[src/rtl/slink_txn_arbiter.sv]
// Round-robin grant arbiter for virtual AXI requesters sharing one serial link, with
// per-port and global outstanding caps and a drain mode. Grant statistics exist only
// when SLINK_ARB_STATS_EN is defined; otherwise grant_cnt_o is tied to zero.
module slink_txn_arbiter #(
   parameter int NumPorts       = 4,
   parameter int MaxTxnsPerPort = 4,
   parameter int MaxTxns        = 8,
   localparam int IdxW          = (NumPorts > 1) ? $clog2(NumPorts) : 1,
   localparam int CntW          = $clog2(MaxTxns + 1)
) (
   input  logic                          clk_i,
   input  logic                          rst_ni,
   input  logic [NumPorts-1:0]           req_valid_i,
   input  logic [NumPorts-1:0]           req_write_i,
   output logic [NumPorts-1:0]           req_ready_o,
   output logic                          gnt_valid_o,
   output logic [IdxW-1:0]               gnt_idx_o,
   output logic                          gnt_write_o,
   input  logic                          gnt_ready_i,
   input  logic                          cpl_valid_i,
   input  logic [IdxW-1:0]               cpl_idx_i,
   input  logic                          drain_i,
   output logic                          drained_o,
   output logic                          err_o,
   output logic [NumPorts-1:0][31:0]     grant_cnt_o
);

   typedef enum logic [1:0] {IDLE, HOLD, DRAIN} state_e;

   state_e              state_q;
   logic [IdxW-1:0]     rr_q;
   logic                gnt_valid_q;
   logic [IdxW-1:0]     gnt_idx_q;
   logic                gnt_write_q;
   logic                err_q;
   logic [CntW-1:0]     cnt_q [NumPorts];
   logic [CntW-1:0]     cnt_d [NumPorts];
   logic [CntW-1:0]     total_q;
   logic [CntW-1:0]     total_d;

   logic [NumPorts-1:0] elig;
   logic                sel_found;
   logic [IdxW-1:0]     sel_idx;
   logic [IdxW-1:0]     cand;
   logic                take;
   logic                accept;
   logic                cpl_ok;

   always_comb begin
      for (int p = 0; p < NumPorts; p++) begin
         elig[p] = req_valid_i[p] && (int'(cnt_q[p]) < MaxTxnsPerPort)
                   && (int'(total_q) < MaxTxns);
      end
   end

   // Scan starts at rr_q and wraps, so the first hit is the round-robin winner.
   always_comb begin
      sel_found = 1'b0;
      sel_idx   = '0;
      cand      = '0;
      for (int i = 0; i < NumPorts; i++) begin
         cand = IdxW'((int'(rr_q) + i) % NumPorts);
         if (!sel_found && elig[cand]) begin
            sel_found = 1'b1;
            sel_idx   = cand;
         end
      end
   end

   assign take        = (state_q == IDLE) && !drain_i && sel_found;
   assign req_ready_o = (rst_ni && take) ? (NumPorts'(1) << sel_idx) : '0;
   assign accept      = (state_q == HOLD) && gnt_ready_i;
   assign cpl_ok      = cpl_valid_i && (int'(cpl_idx_i) < NumPorts) && (cnt_q[cpl_idx_i] != '0);

   // Increment then decrement, so a same-port accept and completion cancel out.
   always_comb begin
      for (int p = 0; p < NumPorts; p++) cnt_d[p] = cnt_q[p];
      total_d = total_q;
      if (accept) begin
         cnt_d[gnt_idx_q] = cnt_d[gnt_idx_q] + CntW'(1);
         total_d          = total_d + CntW'(1);
      end
      if (cpl_ok) begin
         cnt_d[cpl_idx_i] = cnt_d[cpl_idx_i] - CntW'(1);
         total_d          = total_d - CntW'(1);
      end
   end

   always_ff @(posedge clk_i or negedge rst_ni) begin
      if (!rst_ni) begin
         for (int p = 0; p < NumPorts; p++) cnt_q[p] <= '0;
         total_q <= '0;
         err_q   <= 1'b0;
      end else begin
         for (int p = 0; p < NumPorts; p++) cnt_q[p] <= cnt_d[p];
         total_q <= total_d;
         err_q   <= cpl_valid_i && !cpl_ok;
      end
   end

   always_ff @(posedge clk_i or negedge rst_ni) begin
      if (!rst_ni) begin
         state_q     <= IDLE;
         rr_q        <= '0;
         gnt_valid_q <= 1'b0;
         gnt_idx_q   <= '0;
         gnt_write_q <= 1'b0;
      end else begin
         case (state_q)
            IDLE: begin
               if (drain_i) begin
                  state_q <= DRAIN;
               end else if (sel_found) begin
                  state_q     <= HOLD;
                  gnt_valid_q <= 1'b1;
                  gnt_idx_q   <= sel_idx;
                  gnt_write_q <= req_write_i[sel_idx];
               end
            end
            HOLD: begin
               if (gnt_ready_i) begin
                  gnt_valid_q <= 1'b0;
                  rr_q        <= (int'(gnt_idx_q) == NumPorts - 1) ? '0 : gnt_idx_q + 1'b1;
                  state_q     <= drain_i ? DRAIN : IDLE;
               end
            end
            DRAIN: begin
               if (!drain_i) state_q <= IDLE;
            end
            default: state_q <= IDLE;
         endcase
      end
   end

   assign gnt_valid_o = gnt_valid_q;
   assign gnt_idx_o   = gnt_idx_q;
   assign gnt_write_o = gnt_write_q;
   assign err_o       = err_q;
   assign drained_o   = (state_q == DRAIN) && (total_q == '0);

`ifdef SLINK_ARB_STATS_EN
   logic [NumPorts-1:0][31:0] grant_cnt_q;

   always_ff @(posedge clk_i or negedge rst_ni) begin
      if (!rst_ni) begin
         grant_cnt_q <= '0;
      end else if (accept && (grant_cnt_q[gnt_idx_q] != 32'hFFFF_FFFF)) begin
         grant_cnt_q[gnt_idx_q] <= grant_cnt_q[gnt_idx_q] + 32'd1;
      end
   end

   assign grant_cnt_o = grant_cnt_q;
`else
   assign grant_cnt_o = '0;
`endif

endmodule

[config.mk]
export PLATFORM = sky130hd
export DESIGN_NAME = slink_txn_arbiter
export DESIGN_NICKNAME = d
export VERILOG_FILES = /design/src/rtl/slink_txn_arbiter.sv
export SDC_FILE = /design/constraint.sdc
export NUM_CORES = 1
export LEC_CHECK = 0
export BUFFER_PORTS_ARGS = -buffer_cell sky130_fd_sc_hd__buf_2
export CELL_PAD_IN_SITES_DETAIL_PLACEMENT = 1
export CELL_PAD_IN_SITES_GLOBAL_PLACEMENT = 2
export CORE_MARGIN = 3
export CORE_UTILIZATION = 28
export DETAILED_ROUTE_END_ITERATION = 8
export PLACE_DENSITY = 0.85
export SYNTH_ARGS = -nofsm -noshare
export SYNTH_HDL_FRONTEND = slang
export SYNTH_SLANG_ARGS = --single-unit
[constraint.sdc]
create_clock -name clk_i -period 6.85 [get_ports clk_i]
set_input_delay 0 -clock clk_i [delete_from_list [all_inputs] [get_ports clk_i]]
set_output_delay 0 -clock clk_i [all_outputs]
set_load 0.03 [all_outputs]
---- Word-level counts from Yosys, hierarchy flattened ----
Cells that the tools add are included.
operators by class
  $add $sub $neg .......................... 8
  order comparisons ....................... 14
  eq/ne operators ......................... 8
  shift-type cells ........................ 1
  muxes and demuxes ....................... 49
  bitwise operators ....................... 3
  reduce and logical (&&, ||, !) cells .... 33
operators with widths
  cell                 count
  $mux 4               11
  $bwmux 16            2
  $mux 16              2
  $bmux 4 s2           3
  $logic_and 1x1->1    20
  $mux 2               10
  $demux 4 s2          2
  $lt 4x3->1 const B   4
  $lt 2x3->1 const B   5
  $mux 1               12
  $bmux 1 s2           5
  $add 4x1->4 const B  2
  $ne 2x2->1 const B   4
  $sub 4x1->4 const B  2
  $ge 3x3->1 const B   2
  $lt 3x1->1 const B   2
  $not 2->3            2
  $pmux 2 s3           1
  $reduce_and 3->1     2
  $logic_not 1->1      5
  $add 2x1->2 const B  2
  $add 2x2->2 const B  2
  $eq 2x1->1 const B   2
  $logic_not 4->1      1
  11 further kinds     11
storage, ports and cells
  register bits ........................... 29
  input bits .............................. 15
  output and inout bits ................... 138

---- Depth between registers and ports, before layout ----
Gate-level depths: netlist (run 1).
  depth in word-level cells ............... 18
  depth in mapped cells ................... 12

---- Worst setup path after synthesis (run 1) ----
No wires, ideal clock.
  path type ............................... register to register
  start point ............................. register gnt_idx_q[0], in the netlist gnt_idx_o[0]
  end point ............................... register cnt_q[6] in the netlist's numbering
  library setup time ...................... 0.152 ns
  data arrival time ....................... 2.714 ns
  required time ........................... 6.698 ns
  setup slack ............................. 3.984 ns
  stages on the path, launching flop included .. 11
  buffers on the path ..................... 1
  clock period less this slack ............ 2.866 ns
  cell sequence ........................... dfrtp_1 -> buf_6 -> mux4_1 -> ha_1 -> nand2_1 -> or2_2 -> o211ai_1 -> mux2i_1 -> ha_1 -> xnor2_1 -> mux2i_1
RTL lines
  what                    RTL line  RTL
  start, declared         33        logic [IdxW-1:0] gnt_idx_q;
  start signal, assigned  116       gnt_idx_q <= sel_idx;
  end, declared           36        logic [CntW-1:0] cnt_q [NumPorts];

==> metrics.log, run 1 <==
INFO  metric netlist_top_cells_area = buf_4 31%, dfrtp_1 23%, mux2i_1 6.9%, ha_1 3.5%, xnor2_1 3.0%
INFO  metric critical_path_buf_inv_count = 0
INFO  metric crit_fanout = 10
INFO  metric achievable-frequency = between 300 and 400 MHz
INFO  metric clk_transition_reported_paths = around 0.05 ns
INFO  metric fin_worst_skew = between 0.002 and 0.0025 ns
INFO  metric wl_per_cell = 14.0 um
INFO  metric leakagePower = approximately 1.5 nW
INFO  metric antenna_found_initial = 0
INFO  metric drt_pass1_iterations = 4
INFO  metric fin_crit_sh = 0.438
INFO  metric finalSetupTns = 0 ns
INFO  metric timing.final.ws_setup = just under 4 ns
INFO  metric post-route-util = 0.282
INFO  metric ctsLongestPathBuffers = 2
INFO  metric detail_route.wirelength = 7200 um
INFO  metric dpl.cell_count = just over 500
INFO  metric start_kind = flip-flop
INFO  metric synth-edff-count = 0
INFO  metric maxCapViolCount = 0
INFO  metric design.die.area = ~13000 um^2
INFO  metric drc_violations_left = 0
INFO  metric critPathArrivalTime = about 3.1 ns
INFO  metric synthesized_area_fraction_occupied_by_adder_cells = 0.0355
INFO  metric timing_worst_slew_pin_value = roughly 0.96 ns
INFO  metric hold-path-cell-count = 2
INFO  metric postSynthRegisterBits = 29
INFO  metric grt_first_pass_wirelength = about 11000 um
INFO  metric grt_remaining_overflow = 0
INFO  metric vias_in_the_first_global_route = roughly 2100
INFO  metric syn-mean-instance-area = 9.07 um^2
INFO  metric core_area = 10900 um^2
INFO  metric yosysWarningCount = 0
INFO  metric worst_setup_timing_slack_at_the_placement_stage = between 3 and 4 ns
INFO  metric routedLengthMet1 = 2870 um
INFO  metric slew_violations = 0
INFO  metric worst-endpoint-required = approximately 7.0 ns
INFO  metric part_of_the_yosys_area_used_for_sequential_elements = 0.229
INFO  metric post_dp_cell_area = about 3000 um^2
INFO  metric diodes_inserted = 0
INFO  metric synth_xor_xnor_area_share = 0.0438
INFO  metric violations_in_the_final_reports = hold timing
INFO  metric critical-path-top-delay-family = multiplexers
INFO  metric ff2ff_setup_slack = about 3.8 ns
INFO  metric holdCritStartpoint = drain_i
INFO  metric hold_viol_final = 1
INFO  metric worst_hold_slack = -0.000306 ns
INFO  metric min_path_type = primary input to flip-flop
INFO  metric drtAntennaViolNets = 0
INFO  metric effective_utilization_at_floorplan = 0.290
INFO  metric largest_net_degree_at_the_start_of_global_routing = 32
INFO  metric die-height = approximately 110 um
INFO  metric max-slew-margin-rel = 0.356
INFO  metric tritoncts = built
INFO  metric finished_layout_cell_area = about 3100 um^2
INFO  metric met2_wirelength = roughly 3800 um
INFO  metric critical_path_class = flip-flop to flip-flop
INFO  metric post-synth-top-area-cell = buf_4
INFO  metric via_count = 2126
INFO  metric r2r_cells = 9
INFO  metric synth_top_family_by_area = buffers and inverters
INFO  metric initialDrtViolationCount = roughly 70
INFO  metric final-setup-viol-count = 0
INFO  metric synth.lib_cells_used.distinct = between 50 and 60
INFO  metric place.gp.congestion = around 0.85
INFO  metric clkSinkCount = 29
INFO  metric grt_setup_unrepaired = false
INFO  metric root_buffer_selected_by_cts = clkbuf_16
INFO  metric critical_path_capture_point_type = flip-flop
INFO  metric synth.cells.most_frequent = 130 x buf_4, 29 x dfrtp_1, 22 x mux2i_1, 18 x nor2_1
INFO  metric critPathMaxStageDelay = ~0.64 ns
INFO  metric maxUsedRoutingLayer = met4
INFO  metric finish.net_count = 397
INFO  metric cts.repair_timing.setup_buffer_count = 0
INFO  metric numPortBuffers = 24
INFO  metric regToRegStartpoint = gnt_idx_o[0]
INFO  metric synthSimpleGateAreaFrac = 0.153
INFO  metric min_to = state_q[1]
INFO  metric area_growth_syn_to_layout = -2.80%
INFO  metric yosys-mux-area-fraction = 0.126
INFO  metric clk-insertion-delay-late = 0.27 ns
INFO  metric design.portCount = around 150
INFO  metric vdd_drop_max = about 0.096 mV
INFO  metric number_of_levels_in_the_clock_h_tree = 2
INFO  metric cp_cell_sequence = mux4_1 > ha_1 > nand2_1 > or2_2 > o211ai_1 > mux2i_1 > ha_1 > xnor2_1 > mux2i_1
INFO  metric dpl.hpwl = approximately 5800 um
INFO  metric status = complete, but fails checks
INFO  metric fp.dieW = approximately 110 um
INFO  metric pwr_density_cell = between 300 and 400 nW/um^2
INFO  metric critical_path.reg2reg.endpoint = cnt_q[10]
INFO  metric grtUsageTotal = 0.110
INFO  metric design_power_total = ~1.2 mW
INFO  metric synth_top_flop_cell = dfrtp_1
INFO  metric final-instance-count-excl-fill = ~510
INFO  metric layout-drive-gt1-share = 0.134
INFO  metric post-synth-top-count-cell = buf_4
INFO  metric critical_path.slowest_cell = mux4_1
INFO  metric routed-wl-met3 = about 470 um
INFO  metric synth_area = around 3200 um^2
INFO  metric synth-compound-area-share = 0.0729
INFO  metric async_flop_share = 1.00
INFO  metric cts_inserted_buffers = 5
INFO  metric synth_top_cell_area_share = 0.307
INFO  metric cts_resized = 0
INFO  metric synthCells = between 300 and 400
INFO  metric timing.final.crit_period = roughly 3.0 ns
INFO  metric num_rows = 38
INFO  metric vias_per_cell = ~4.1
INFO  metric cts_hold_buf = 1
## final cells by class
cell class	count	area, um^2
Multi-Input combinational cell	296	1850
Timing Repair Buffer	26	138
Inverter	15	56.3
Fill cell	1346	7850
Clock buffer	7	143
Sequential cell	29	726
Tap cell	140	175
## how the worst max path moves through the flow
stage	start	to	slack [ns]	cells after the start
after floorplan	gnt_idx_o[0]	cnt_q[6]	3.98	10
after detailed placement	gnt_idx_o[0]	cnt_q[10]	3.82	9
after global placement	gnt_idx_o[0]	cnt_q[10]	3.97	9
final	gnt_idx_o[0]	cnt_q[10]	3.85	9
after global routing	gnt_idx_o[0]	cnt_q[10]	3.61	9
after CTS	gnt_idx_o[0]	cnt_q[10]	3.80	9
## registers in the layout (all words and copies together), names as in the netlist
| signal | flops |
|---|---|
| total_q | 4 |
| gnt_idx_o | 2 |
| rr_q | 2 |
| state_q | 2 |
| gnt_valid_o | 1 |
| err_o | 1 |
| gnt_write_o | 1 |
| cnt_q | 16 |
## report_power, final
part / internal (mW) / leakage (nW) / switching (mW)
combinational: 0.240 / 1.05 / 0.416
sequential: 0.250 / 0.351 / 0.107
clock: 0.142 / 0.0700 / 0.0742
## kinds of logic after synthesis
family,Yosys count
XOR/XNOR,15
AND/OR/NAND/NOR,80
flip-flops,29
adder cells (fa/ha/maj),9
AO/OA/AOI/OAI,32
other,1
multiplexers,32
buffers and inverters,152
## cells in the final DEF, fill, tap and decap left out, types with 2 or more instances in the layout
cell	count
a211oi_1	3
a21oi_1	8
and2_1	5
and4b_1	2
buf_2	24
clkbuf_16	5
conb_1	128
dfrtp_1	29
ha_1	9
inv_1	15
mux2_2	4
mux2i_1	22
mux4_1	2
mux4_2	3
nand2_1	15
nand2b_1	3
nand3_1	4
nand3b_1	3
nand4_1	2
nand4b_1	4
nor2_1	18
nor2b_1	2
nor3_1	5
nor3b_2	2
nor4_1	4
o21ai_0	8
or4b_1	3
or4b_2	2
xnor2_1	11
xor2_1	3
## layer usage
layer | vias to the layer above | track usage
li1 | 976 | -
met1 | 1048 | 0.137
met2 | 96 | 0.196
met3 | 6 | 0.0151
met4 | 0 | 0.0369
met5 | - | 0
## worst reg2reg max path: stages (launching register included)
cell and delay [ns]:
dfrtp_1 0.57, mux4_1 0.64, ha_1 0.41, nand2_1 0.09, or2_2 0.31, o211ai_1 0.10
mux2i_1 0.11, ha_1 0.27, xnor2_1 0.24, mux2i_1 0.11
Note: power is estimated with default switching activity, not from simulation.
==> run 2: changes to the inputs <==
--- a/config.mk
+++ b/config.mk
@@ -9,9 +9,9 @@
 export CELL_PAD_IN_SITES_DETAIL_PLACEMENT = 1
 export CELL_PAD_IN_SITES_GLOBAL_PLACEMENT = 2
 export CORE_MARGIN = 3
-export CORE_UTILIZATION = 28
+export CORE_UTILIZATION = 24
 export DETAILED_ROUTE_END_ITERATION = 8
-export PLACE_DENSITY = 0.85
+export PLACE_DENSITY = 0.77
 export SYNTH_ARGS = -nofsm -noshare
 export SYNTH_HDL_FRONTEND = slang
 export SYNTH_SLANG_ARGS = --single-unit
==> constraint.sdc (replaced) <==
create_clock -name clk_i -period 2.7 [get_ports clk_i]
set_input_delay 0 -clock clk_i [delete_from_list [all_inputs] [get_ports clk_i]]
set_output_delay 0 -clock clk_i [all_outputs]
set_load 0.03 [all_outputs]
==> run 2 against run 1 <==
  * The flow now finishes without violations
  * Total power grew to 2.8 times the previous value
  * Sequential share of layout area decreased by 1.4 points
  * Sequential cell count stayed put
  * Register-to-register slack worse by 3.7 ns
  * Critical path depth grew 2
  * Cell count increased by 9.4%
  * Clock power grew to 2.8 times the previous value
  * Highest routed layer unchanged
==> metrics.log, run 2 (synthesized netlist as in run 1, its figures left out) <==
INFO  metric status = finished, final reports clean
INFO  metric tritoncts = built
INFO  metric worst_setup_timing_slack_at_the_placement_stage = 0.113 ns (-3.71 ns)
INFO  metric max-slew-margin-rel = 0.658 (+0.302)
INFO  metric vias_per_cell = 3.94 (-4.9%)
INFO  metric r2r_cells = 11 (+2)
INFO  metric largest_reg_flops = 16 (unchanged)
INFO  metric leakagePower = 1.56 nW (+5.8%)
INFO  metric pwr_density_cell = 1040 nW/um^2 (+160%)
INFO  metric ctsLongestPathBuffers = 2 (unchanged)
INFO  metric antenna_found_initial = 0 (unchanged)
INFO  metric final_common_cell = conb_1
INFO  metric critical_path_capture_point_type = flip-flop
INFO  metric max_flop_register = cnt_q
INFO  metric cts_inserted_buffers = 5 (unchanged)
INFO  metric grt_first_pass_wirelength = 12000 um (+6.6%)
INFO  metric layout-drive-gt1-share = 0.195 (+0.0613)
INFO  metric critPathArrivalTime = 2.72 ns (-0.40 ns)
INFO  metric layout.cells.most_common_list = 128 x conb_1, 27 x dfrtp_1, 24 x buf_2, 22 x mux2i_1, 18 x nor2_1
INFO  metric grt_setup_unrepaired = false
INFO  metric clk-insertion-delay-late = 0.28 ns (about the same)
INFO  metric achievable-frequency = 390 MHz (+17%)
INFO  metric clkSinkCount = 29 (unchanged)
INFO  metric numPortBuffers = 24 (unchanged)
INFO  metric number_of_levels_in_the_clock_h_tree = 2 (unchanged)
INFO  metric design.portCount = 153 (unchanged)
INFO  metric critical_path_class = flip-flop to flip-flop
INFO  metric die-height = 121 um (+7.6%)
INFO  metric critical_path.reg2reg.endpoint = cnt_q[10]
INFO  metric largest_net_degree_at_the_start_of_global_routing = 29 (-9.4%)
INFO  metric regToRegStartpoint = gnt_idx_o[0]
INFO  metric wl_per_cell = 14.3 um (+2.2%)
INFO  metric core_area = 12800 um^2 (+17%)
INFO  metric hold_viol_final = 0 (-1)
INFO  metric fin_crit_sh = 0.950 (+0.512)
INFO  metric fin_worst_skew = 0.00384 ns (+0.00158 ns)
INFO  metric start_kind = flip-flop
INFO  metric reg_top3 = cnt_q: 16 flops, total_q: 4 flops
INFO  metric finished_layout_cell_area = 3290 um^2 (+6.8%)
INFO  metric hold-path-cell-count = 2 (unchanged)
INFO  metric vias_in_the_first_global_route = 2225 (+3.7%)
INFO  metric initialDrtViolationCount = 107 (+57%)
INFO  metric drtAntennaViolNets = 0 (unchanged)
INFO  metric num_rows = 41 (+7.9%)
INFO  metric design.die.area = 14600 um^2 (+16%)
INFO  metric fp.dieW = 121 um (+7.6%)
INFO  metric post-route-util = 0.258 (-0.0242)
INFO  metric worst-endpoint-required = 2.85 ns (-4.12 ns)
INFO  metric finalSetupTns = 0 ns (unchanged)
INFO  metric final-setup-viol-count = 0 (unchanged)
INFO  metric via_count = 2211 (+4.0%)
INFO  metric finish.net_count = 412 (+3.8%)
INFO  metric timing_worst_slew_pin_value = 0.498 ns (-0.459 ns)
INFO  metric slew_violations = 0 (unchanged)
INFO  metric timing.final.crit_period = 2.57 ns (-0.437 ns)
INFO  metric design_power_total = 3.42 mW (+180%)
INFO  metric dpl.hpwl = 6440 um (+11%)
INFO  metric detail_route.wirelength = 8050 um (+12%)
INFO  metric maxCapViolCount = 0 (unchanged)
INFO  metric place.gp.congestion = 0.884 (+4.5%)
INFO  metric drc_violations_left = 0 (unchanged)
INFO  metric vdd_drop_max = 0.331 mV (+250%)
INFO  metric crit_fanout = 8 (-2)
INFO  metric grtUsageTotal = 0.105 (-0.00578)
INFO  metric min_path_type = primary input to flip-flop
INFO  metric drt_pass1_iterations = 4 (unchanged)
INFO  metric clk_transition_reported_paths = 0.05 ns (about the same)
INFO  metric area_growth_syn_to_layout = 3.78%
INFO  metric timing.final.ws_setup = 0.134 ns (-3.71 ns)
INFO  metric post_dp_cell_area = 3080 um^2 (+5.0%)
INFO  metric root_buffer_selected_by_cts = clkbuf_16
INFO  metric ff2ff_setup_slack = 0.13 ns (-3.71 ns)
INFO  metric min_to = state_q[1]
INFO  metric effective_utilization_at_floorplan = 0.249 (-0.0418)
INFO  metric holdCritStartpoint = drain_i
INFO  metric diodes_inserted = 0 (unchanged)
INFO  metric grt_remaining_overflow = 0 (unchanged)
-- run 2: critical path, cell delays in order (launching register included) --
cell,delay [ns]
dfrtp_2,0.43
buf_6,0.15
inv_1,0.08
ha_1,0.18
and4b_1,0.31
mux2i_1,0.12
mux2_2,0.30
mux2_2,0.32
inv_1,0.07
ha_2,0.23
xnor2_2,0.14
mux2i_1,0.11
-- run 2: repair_timing --
item	4_1_cts	5_1_grt
setup buffers	0	2
resized for setup	0	7
hold endpoints to repair	29	0
setup endpoints to repair	0	6
hold buffers	1	0
-- run 2: per-layer routing --
layer  global-route usage  vias to the layer above  part of all wire
met5                    0                        -                 0
met4               0.0290                        0             0.012
met3               0.0163                        7             0.060
met2                0.200                       97              0.54
met1                0.119                     1094              0.39
li1                     -                     1013                 -
-- run 2: per-stage QoR --
stage / hold WS, ns / cells
floorplan: -0.296 / 477
global placement: -0.161 / 550
detailed placement: -0.161 / 550
CTS: 0.00419 / 559
global route: 0.0153 / 561
finish: 0.00456 / 561
-- run 2: worst max-delay path by stage --
stage                  from             end
5_1_grt          total_q[3]  req_ready_o[1]
2_1_floorplan  gnt_idx_o[0]        cnt_q[6]
4_1_cts           cnt_q[10]  req_ready_o[1]
6_report       gnt_idx_o[0]       cnt_q[10]
3_3_place_gp   gnt_idx_o[0]        cnt_q[6]
3_5_place_dp   gnt_idx_o[0]       cnt_q[10]
-- run 2: power breakdown --
| group | switching [mW] | internal, mW |
|---|---|---|
| clock | 0.211 | 0.390 |
| sequential | 0.262 | 0.636 |
| combinational | 1.16 | 0.754 |
| total | 1.64 | 1.78 |
-- run 2: layout make-up --
class	count	area (um^2)
clock inverter	1	5.00
timing repair buffer	41	254
tap	172	215
sequential	29	728
clock buffer	7	153
inverter	15	56.3
fill	1530	9480
multi-input combinational	296	1880
